File: src/rtl/meteo_display_seq_pkg.sv
// Shared types for the meteo display back-end: FSM states, 7-segment codes
// (active-low {g,f,e,d,c,b,a}) and width helpers.
package meteo_display_seq_pkg;

  typedef enum logic [1:0] {ST_IDLE, ST_LOAD, ST_SHIFT, ST_DONE} state_e;

  localparam logic [6:0] SEG_0    = 7'h40;
  localparam logic [6:0] SEG_1    = 7'h79;
  localparam logic [6:0] SEG_2    = 7'h24;
  localparam logic [6:0] SEG_3    = 7'h30;
  localparam logic [6:0] SEG_4    = 7'h19;
  localparam logic [6:0] SEG_5    = 7'h12;
  localparam logic [6:0] SEG_6    = 7'h02;
  localparam logic [6:0] SEG_7    = 7'h78;
  localparam logic [6:0] SEG_8    = 7'h00;
  localparam logic [6:0] SEG_9    = 7'h10;
  localparam logic [6:0] SEG_DASH = 7'h3F;
  localparam logic [6:0] SEG_OFF  = 7'h7F;

  function automatic int clog2(input int n);
    int r;
    r = 0;
    for (int i = 0; i < 31; i++) begin
      if ((1 << i) < n) r = i + 1;
    end
    return r;
  endfunction

  // Register width able to hold 0..n-1, never narrower than one bit.
  function automatic int cw(input int n);
    return (clog2(n) < 1) ? 1 : clog2(n);
  endfunction

  function automatic logic [6:0] seg_decode(input logic [3:0] d);
    case (d)
      4'd0:    return SEG_0;
      4'd1:    return SEG_1;
      4'd2:    return SEG_2;
      4'd3:    return SEG_3;
      4'd4:    return SEG_4;
      4'd5:    return SEG_5;
      4'd6:    return SEG_6;
      4'd7:    return SEG_7;
      4'd8:    return SEG_8;
      4'd9:    return SEG_9;
      default: return SEG_OFF;
    endcase
  endfunction

endpackage

File: src/rtl/meteo_display_seq_if.sv
// Sensor-side inputs and display-side outputs of the meteo display back-end.
interface meteo_display_seq_if #(
  parameter int NCH  = 3,
  parameter int DW   = 20,
  parameter int NDIG = 6
);
  import meteo_display_seq_pkg::*;
  localparam int CHW = cw(NCH);

  logic [NCH*DW-1:0] Data_i;
  logic [NCH-1:0]    Upd_i;
  logic              Mode_i;
  logic [NCH-1:0]    Sel_i;
  logic              Blank_i;
  logic [6:0]        Seg_o;
  logic [NDIG-1:0]   Dig_o;
  logic [CHW-1:0]    Ch_o;
  logic              Ovf_o;
  logic              Busy_o;

  modport slave  (input  Data_i, Upd_i, Mode_i, Sel_i, Blank_i,
                  output Seg_o, Dig_o, Ch_o, Ovf_o, Busy_o);
  modport master (output Data_i, Upd_i, Mode_i, Sel_i, Blank_i,
                  input  Seg_o, Dig_o, Ch_o, Ovf_o, Busy_o);
endinterface

File: src/rtl/meteo_display_seq_bcd_serial_conv.sv
// Serial double-dabble: Start loads Bin, then one bit per clock for DW clocks.
// Done is high during the final shift cycle; Bcd/Ovf are final the clock after.
module bcd_serial_conv
  import meteo_display_seq_pkg::*;
#(
  parameter int DW = 20,
  parameter int ND = 7
) (
  input  logic            Clk,
  input  logic            Rst,
  input  logic            Start,
  input  logic [DW-1:0]   Bin,
  output logic [4*ND-1:0] Bcd,
  output logic            Ovf,
  output logic            Done
);
  localparam int CW = cw(DW + 1);

  logic [DW-1:0]   bin_q;
  logic [4*ND-1:0] acc_q;
  logic [4*ND-1:0] adj_d;
  logic [CW-1:0]   cnt_q;
  logic            ovf_q;

  always_comb begin
    adj_d = acc_q;
    for (int i = 0; i < ND; i++) begin
      if (acc_q[4*i +: 4] >= 4'd5) adj_d[4*i +: 4] = acc_q[4*i +: 4] + 4'd3;
    end
  end

  always_ff @(posedge Clk or posedge Rst) begin
    if (Rst) begin
      bin_q <= '0;
      acc_q <= '0;
      cnt_q <= '0;
      ovf_q <= 1'b0;
    end else if (Start) begin
      bin_q <= Bin;
      acc_q <= '0;
      cnt_q <= CW'(DW);
      ovf_q <= 1'b0;
    end else if (cnt_q != '0) begin
      acc_q <= {adj_d[4*ND-2:0], bin_q[DW-1]};
      bin_q <= {bin_q[DW-2:0], 1'b0};
      ovf_q <= ovf_q | adj_d[4*ND-1];
      cnt_q <= cnt_q - CW'(1);
    end
  end

  assign Done = (cnt_q == CW'(1));
  assign Bcd  = acc_q;
  assign Ovf  = ovf_q;
endmodule

File: src/rtl/meteo_display_seq.sv
// Meteo display back-end: channel select/rotate, serial BCD conversion and a
// multiplexed active-low 7-seg scan. Trigger to display update is DW+3 clocks.
module meteo_display_seq
  import meteo_display_seq_pkg::*;
#(
  parameter int NCH      = 3,
  parameter int DW       = 20,
  parameter int NDIG     = 6,
  parameter int DWELL    = 50000000,
  parameter int SCAN_DIV = 50000
) (
  input logic                Clk,
  input logic                Rst,
  meteo_display_seq_if.slave bus
);
  localparam int CHW = cw(NCH);
  localparam int IDW = cw(NDIG);
  localparam int DWW = cw(DWELL);
  localparam int SCW = cw(SCAN_DIV);

  state_e            state_q;
  logic              pend_q, ovf_q, mode_q;
  logic [CHW-1:0]    ch_q, ch_d, sel_idx;
  logic              sel_any, trig, go, dwell_tc;
  logic [DWW-1:0]    dwell_q;
  logic [DW-1:0]     data_sel;
  logic [4*NDIG-1:0] disp_q;
  logic [4*NDIG+3:0] cvt_bcd;
  logic              cvt_ovf, cvt_done;
  logic [SCW-1:0]    presc_q;
  logic [IDW-1:0]    idx_q;
  logic [6:0]        seg_q, seg_d;
  logic [NDIG-1:0]   dig_q;
  logic [3:0]        dsel;
  logic              zero_above;

  always_comb begin
    sel_idx  = '0;
    sel_any  = 1'b0;
    data_sel = '0;
    for (int k = NCH - 1; k >= 0; k--) begin
      if (bus.Sel_i[k]) begin
        sel_idx = CHW'(k);
        sel_any = 1'b1;
      end
    end
    for (int k = 0; k < NCH; k++) begin
      if (ch_q == CHW'(k)) data_sel = bus.Data_i[k*DW +: DW];
    end
  end

  assign dwell_tc = (dwell_q == DWW'(DWELL - 1));

  always_comb begin
    ch_d = ch_q;
    if (!bus.Mode_i) begin
      if (sel_any) ch_d = sel_idx;
    end else if (mode_q && dwell_tc) begin
      ch_d = (ch_q == CHW'(NCH - 1)) ? '0 : ch_q + CHW'(1);
    end
  end

  assign trig = (ch_d != ch_q) | (|(bus.Upd_i & (NCH'(1) << ch_q)));
  assign go   = pend_q | trig;

  always_ff @(posedge Clk or posedge Rst) begin
    if (Rst) begin
      dwell_q <= '0;
      mode_q  <= 1'b0;
      ch_q    <= '0;
    end else begin
      mode_q <= bus.Mode_i;
      ch_q   <= ch_d;
      if (!bus.Mode_i || !mode_q || dwell_tc) dwell_q <= '0;
      else                                     dwell_q <= dwell_q + DWW'(1);
    end
  end

  // Triggers seen while busy fold into one pending re-conversion.
  always_ff @(posedge Clk or posedge Rst) begin
    if (Rst) begin
      state_q <= ST_IDLE;
      pend_q  <= 1'b0;
      disp_q  <= '0;
      ovf_q   <= 1'b0;
    end else begin
      case (state_q)
        ST_IDLE: begin
          pend_q <= 1'b0;
          if (go) state_q <= ST_LOAD;
        end
        ST_LOAD: begin
          pend_q  <= pend_q | trig;
          state_q <= ST_SHIFT;
        end
        ST_SHIFT: begin
          pend_q <= pend_q | trig;
          if (cvt_done) state_q <= ST_DONE;
        end
        default: begin
          pend_q  <= pend_q | trig;
          disp_q  <= cvt_bcd[4*NDIG-1:0];
          ovf_q   <= cvt_ovf | (cvt_bcd[4*NDIG +: 4] != 4'd0);
          state_q <= ST_IDLE;
        end
      endcase
    end
  end

  bcd_serial_conv #(.DW(DW), .ND(NDIG + 1)) u_conv (
    .Clk   (Clk),
    .Rst   (Rst),
    .Start (state_q == ST_LOAD),
    .Bin   (data_sel),
    .Bcd   (cvt_bcd),
    .Ovf   (cvt_ovf),
    .Done  (cvt_done)
  );

  always_comb begin
    dsel       = 4'd0;
    zero_above = 1'b1;
    for (int i = 0; i < NDIG; i++) begin
      if (IDW'(i) == idx_q) dsel = disp_q[4*i +: 4];
      if (IDW'(i) >= idx_q && disp_q[4*i +: 4] != 4'd0) zero_above = 1'b0;
    end
    if (!bus.Mode_i && !sel_any)                       seg_d = SEG_OFF;
    else if (ovf_q)                                    seg_d = SEG_DASH;
    else if (bus.Blank_i && idx_q != '0 && zero_above) seg_d = SEG_OFF;
    else                                               seg_d = seg_decode(dsel);
  end

  always_ff @(posedge Clk or posedge Rst) begin
    if (Rst) begin
      presc_q <= '0;
      idx_q   <= '0;
      seg_q   <= SEG_OFF;
      dig_q   <= '1;
    end else begin
      if (presc_q == SCW'(SCAN_DIV - 1)) begin
        presc_q <= '0;
        idx_q   <= (idx_q == IDW'(NDIG - 1)) ? '0 : idx_q + IDW'(1);
      end else begin
        presc_q <= presc_q + SCW'(1);
      end
      seg_q <= seg_d;
      dig_q <= ~(NDIG'(1) << idx_q);
    end
  end

  assign bus.Seg_o  = seg_q;
  assign bus.Dig_o  = dig_q;
  assign bus.Ch_o   = ch_q;
  assign bus.Ovf_o  = ovf_q;
  assign bus.Busy_o = (state_q != ST_IDLE);
endmodule

File: src/flat_wrapper.sv
// flat-port wrapper written by rule: the top's interface ports become plain ports
module meteo_display_seq_flat import meteo_display_seq_pkg::*;
#(
  parameter int NCH      = 3,
  parameter int DW       = 20,
  parameter int NDIG     = 6,
  parameter int DWELL    = 50000000,
  parameter int SCAN_DIV = 50000
)
  (Clk, Rst, bus_Data_i, bus_Upd_i, bus_Mode_i, bus_Sel_i, bus_Blank_i, bus_Seg_o, bus_Dig_o, bus_Ch_o, bus_Ovf_o, bus_Busy_o);
  meteo_display_seq_if #(.NCH(NCH), .DW(DW), .NDIG(NDIG)) bus_i ();
  input logic Clk;
  input logic Rst;
  input wire logic [$bits(bus_i.Data_i)-1:0] bus_Data_i;
  input wire logic [$bits(bus_i.Upd_i)-1:0] bus_Upd_i;
  input wire logic [$bits(bus_i.Mode_i)-1:0] bus_Mode_i;
  input wire logic [$bits(bus_i.Sel_i)-1:0] bus_Sel_i;
  input wire logic [$bits(bus_i.Blank_i)-1:0] bus_Blank_i;
  output wire logic [$bits(bus_i.Seg_o)-1:0] bus_Seg_o;
  output wire logic [$bits(bus_i.Dig_o)-1:0] bus_Dig_o;
  output wire logic [$bits(bus_i.Ch_o)-1:0] bus_Ch_o;
  output wire logic [$bits(bus_i.Ovf_o)-1:0] bus_Ovf_o;
  output wire logic [$bits(bus_i.Busy_o)-1:0] bus_Busy_o;
  assign bus_i.Data_i = bus_Data_i;
  assign bus_i.Upd_i = bus_Upd_i;
  assign bus_i.Mode_i = bus_Mode_i;
  assign bus_i.Sel_i = bus_Sel_i;
  assign bus_i.Blank_i = bus_Blank_i;
  assign bus_Seg_o = bus_i.Seg_o;
  assign bus_Dig_o = bus_i.Dig_o;
  assign bus_Ch_o = bus_i.Ch_o;
  assign bus_Ovf_o = bus_i.Ovf_o;
  assign bus_Busy_o = bus_i.Busy_o;
  meteo_display_seq #(.NCH(NCH), .DW(DW), .NDIG(NDIG), .DWELL(DWELL), .SCAN_DIV(SCAN_DIV)) u_core (.Clk(Clk), .Rst(Rst), .bus(bus_i));
endmodule
File: config.mk
export PLATFORM = sky130hd
export DESIGN_NAME = meteo_display_seq_flat
export DESIGN_NICKNAME = d
export VERILOG_FILES = /design/src/rtl/meteo_display_seq_pkg.sv /design/src/rtl/meteo_display_seq_if.sv /design/src/rtl/meteo_display_seq_bcd_serial_conv.sv /design/src/rtl/meteo_display_seq.sv /design/src/flat_wrapper.sv
export SDC_FILE = /design/constraint.sdc
export NUM_CORES = 1
export LEC_CHECK = 0
export BUFFER_PORTS_ARGS = -buffer_cell sky130_fd_sc_hd__buf_2
export CAP_MARGIN = 10
export CORE_MARGIN = 10
export CORE_UTILIZATION = 50
export CTS_CLUSTER_SIZE = 40
export DETAILED_ROUTE_END_ITERATION = 10
export HOLD_SLACK_MARGIN = 0.12
export PLACE_DENSITY = 0.7
export RECOVER_POWER = 25
export SKIP_CTS_REPAIR_TIMING = 1
export SYNTH_ARGS = -nofsm -noshare
export SYNTH_HDL_FRONTEND = slang
export SYNTH_SLANG_ARGS = --single-unit
File: constraint.sdc
create_clock -name Clk -period 12.8 [get_ports Clk]
set_input_delay 2.56 -clock Clk [delete_from_list [all_inputs] [get_ports Clk]]
set_output_delay 2.56 -clock Clk [all_outputs]
set_load 0.01 [all_outputs]
==> impl_metrics.ini <==
[global_route]
use_met3 = 0.0495
grt_pass1_wl_um = 27000
grt_pass1_vias = 5900
met2_usage = 0.249
grt-ovfl-total = 0
grt_busiest_layer = met2
grtUsageTotal = 0.157
grtUsageMet1 = 0.201
grt_max_degree = 74
antenna_found_initial = 0

[worst_setup_path]
cp.arrival_ns = 1.43
critPathBufInv = 1
critical_path_class = register to primary output
critPathMaxStageDelay_ns = 0.76
critPathSlowestCell = dfrtp_1
crit_chain = buf_2
critPathCaptureType = primary output
cp_max_fo = 26
reg2reg_depth = 6
start_kind = register
crit_required_ns = 10.24
crit_family = flip-flops
path_depth = 1

[sta]
finalHoldViolCount = 0
setup_violations = 0
timing.setup.tns_ns = 0
max_freq_ghz = 0.251
slew_viol_final = 88
max-slew-margin-rel = -0.611
fin_skew_ns = 0.00641
post-route-period-util = 0.312
grt_setup_unrepaired = no
period_needed_ns = 3.99
worst_slew_pin_slew_ns = 2.42

[placement]
dp_hpwl_um = 10800
portBuffers = 86
gp_congestion = 0.823

[finish]
final_layout_size_suffix_gt1_frac = 0.180
layout.nets = 995
syn2layout_area_growth_pct = 15.4
antenna_cells = 0
utilization = 0.588

[route]
drt-total-wl_um = 15700
via_per_inst = 5.41
drtAntennaViolNets = 0
vias = 5930
drc = 0
drtIter0Drc = 334
post_drt_wl_per_cell_um = 14.3
drt_pre_antenna_iters = 5

[logic_synthesis]
synth_edf_count = 0
avgSynthCellArea_um2 = 9.34
synthDistinctLibCells = 55
synth_nets = 926
synth_async_sr_flop_share = 1.00
synth.ff_latch_count = 143
synth_area_um2 = 7710
yosys_warnings = 0
synth_common_cells = dfrtp_1 (130), nand2_1 (127), o21ai_0 (83), nor2_1 (62), a21oi_1 (51)
yosysTopAreaCell = dfrtp_1
yosys-top-cells-area = dfrtp_1 (42%), nand2_1 (6.2%), o21ai_0 (5.4%)
seq_area_frac_synth = 0.466
synth_most_common_cell = dfrtp_1
synth_top_area_share = 0.422
ys.flop_type = dfrtp_1
syn_inst = 826

[cts]
clock_path_buffers = 2
ctsHtreeMaxLevel = 4
clock-sinks = 143
root_buffer = clkbuf_16
clkLatencyLatePin_ns = 0.42
cts_buffers = 17
cts_tree = done
clk_pin_slew_ns = 0.06

[floorplan]
die_h_um = 144
design.core.area_um2 = 15100
ioPinCount = 87
dieArea_um2 = 20800
die_w_um = 144
initial_core_util = 0.509
row_count = 45

[power_and_ir_drop]
p_int_uw = 964
vdd_drop_max_mv = 0.107
pwr-share-seq = 0.431
p_per_area_nw_per_um2 = 144
power_leakage_nw = 4.04
swShare = 0.246
pwr-share-comb = 0.144
pwr-share-clk = 0.425
power.switching_uw = 314
finalPower_mw = 1.28

[hold_path]
hold_path_class = register to register
hold_depth = 1

[run_status]
status = finished, violations left
violations = max-capacitance violations, max-slew violations

[flow_run]
maxCapViolCount = 2
stage by stage:
stage	instances	area (um^2)	setup slack, ns	hold WS [ns]
floorplan	826	7710	6.42	0.455
global placement	1064	8270	8.58	0.483
detailed placement	1064	8270	8.61	0.489
CTS	1096	8920	8.78	0.499
global route	1096	8900	8.70	0.523
finish	1096	8900	8.81	0.490
final cells by class:
cell class                      count  area, um^2
Inverter                           37         144
Clock inverter                     12         188
Sequential cell                   143        3590
Timing Repair Buffer               92         464
Fill cell                        1356        6240
Clock buffer                       20         467
Tap cell                          188         235
Multi-Input combinational cell    604        3810
registers in the layout, summed over array words and instances, names as in the netlist:
signal,flops
u_core.state_q,2
u_core.u_conv.bin_q,20
u_core.u_conv.Ovf,1
u_core.bus.Dig_o,6
u_core.bus.Ch_o,2
u_core.disp_q,24
u_core.u_conv.cnt_q,5
u_core.idx_q,3
u_core.bus.Seg_o,7
u_core.mode_q,1
u_core.dwell_q,26
u_core.pend_q,1
u_core.presc_q,16
u_core.bus.Ovf_o,1
u_core.u_conv.Bcd,28
logic make-up (layout without fill, tap and decap cells):
kind of cell / count (synthesis) / in the layout / synth area share
flops: 143 / 143 / 0.466
buf+inv: 79 / 161 / 0.0397
fa+ha+maj: 30 / 30 / 0.0487
simple gates: 289 / 289 / 0.175
compound gates: 175 / 175 / 0.131
xor+xnor: 45 / 45 / 0.0511
mux: 65 / 65 / 0.0887
cells in the final DEF, fill, tap and decap left out, types with 26 or more instances in the layout:
cell / instances
nand3_1: 26
buf_2: 86
o21ai_0: 83
a21oi_1: 51
inv_1: 36
dfrtp_1: 130
mux2i_1: 41
nand2_1: 127
nor2_1: 62
ha_1: 30
worst paths after layout:
kind	start	to	slack, ns
worst max-delay path	u_core.bus.Ch_o[1]	bus_Ch_o[1]	8.81
worst min-delay path	u_core.presc_q[0]	u_core.presc_q[0]	0.49
worst max register to register	u_core.u_conv.cnt_q[0]	u_core.u_conv.bin_q[3]	9.41
worst min register to register	u_core.presc_q[0]	u_core.presc_q[0]	0.49
max in group asynchronous	Rst	u_core.disp_q[20]	9.23
min in group asynchronous	Rst	u_core.dwell_q[20]	2.22
power groups by stage:
stage,sequential (mW),clock (mW),combinational (mW)
finish,0.551,0.543,0.184
detailed placement,0.559,0,0.185
CTS,0.551,0.553,0.186
global placement,0.557,0,0.182
floorplan,0.553,0,0.132
global route,0.559,0.572,0.209
routing by layer:
| metal | up-vias | wire (um) |
|---|---|---|
| met3 | 18 | 809 |
| met4 | 0 | 174 |
| met1 | 2814 | 7560 |
| li1 | 2989 | - |
| met2 | 109 | 7180 |
| met5 | - | 0 |
(Power assumes the default switching activity.)
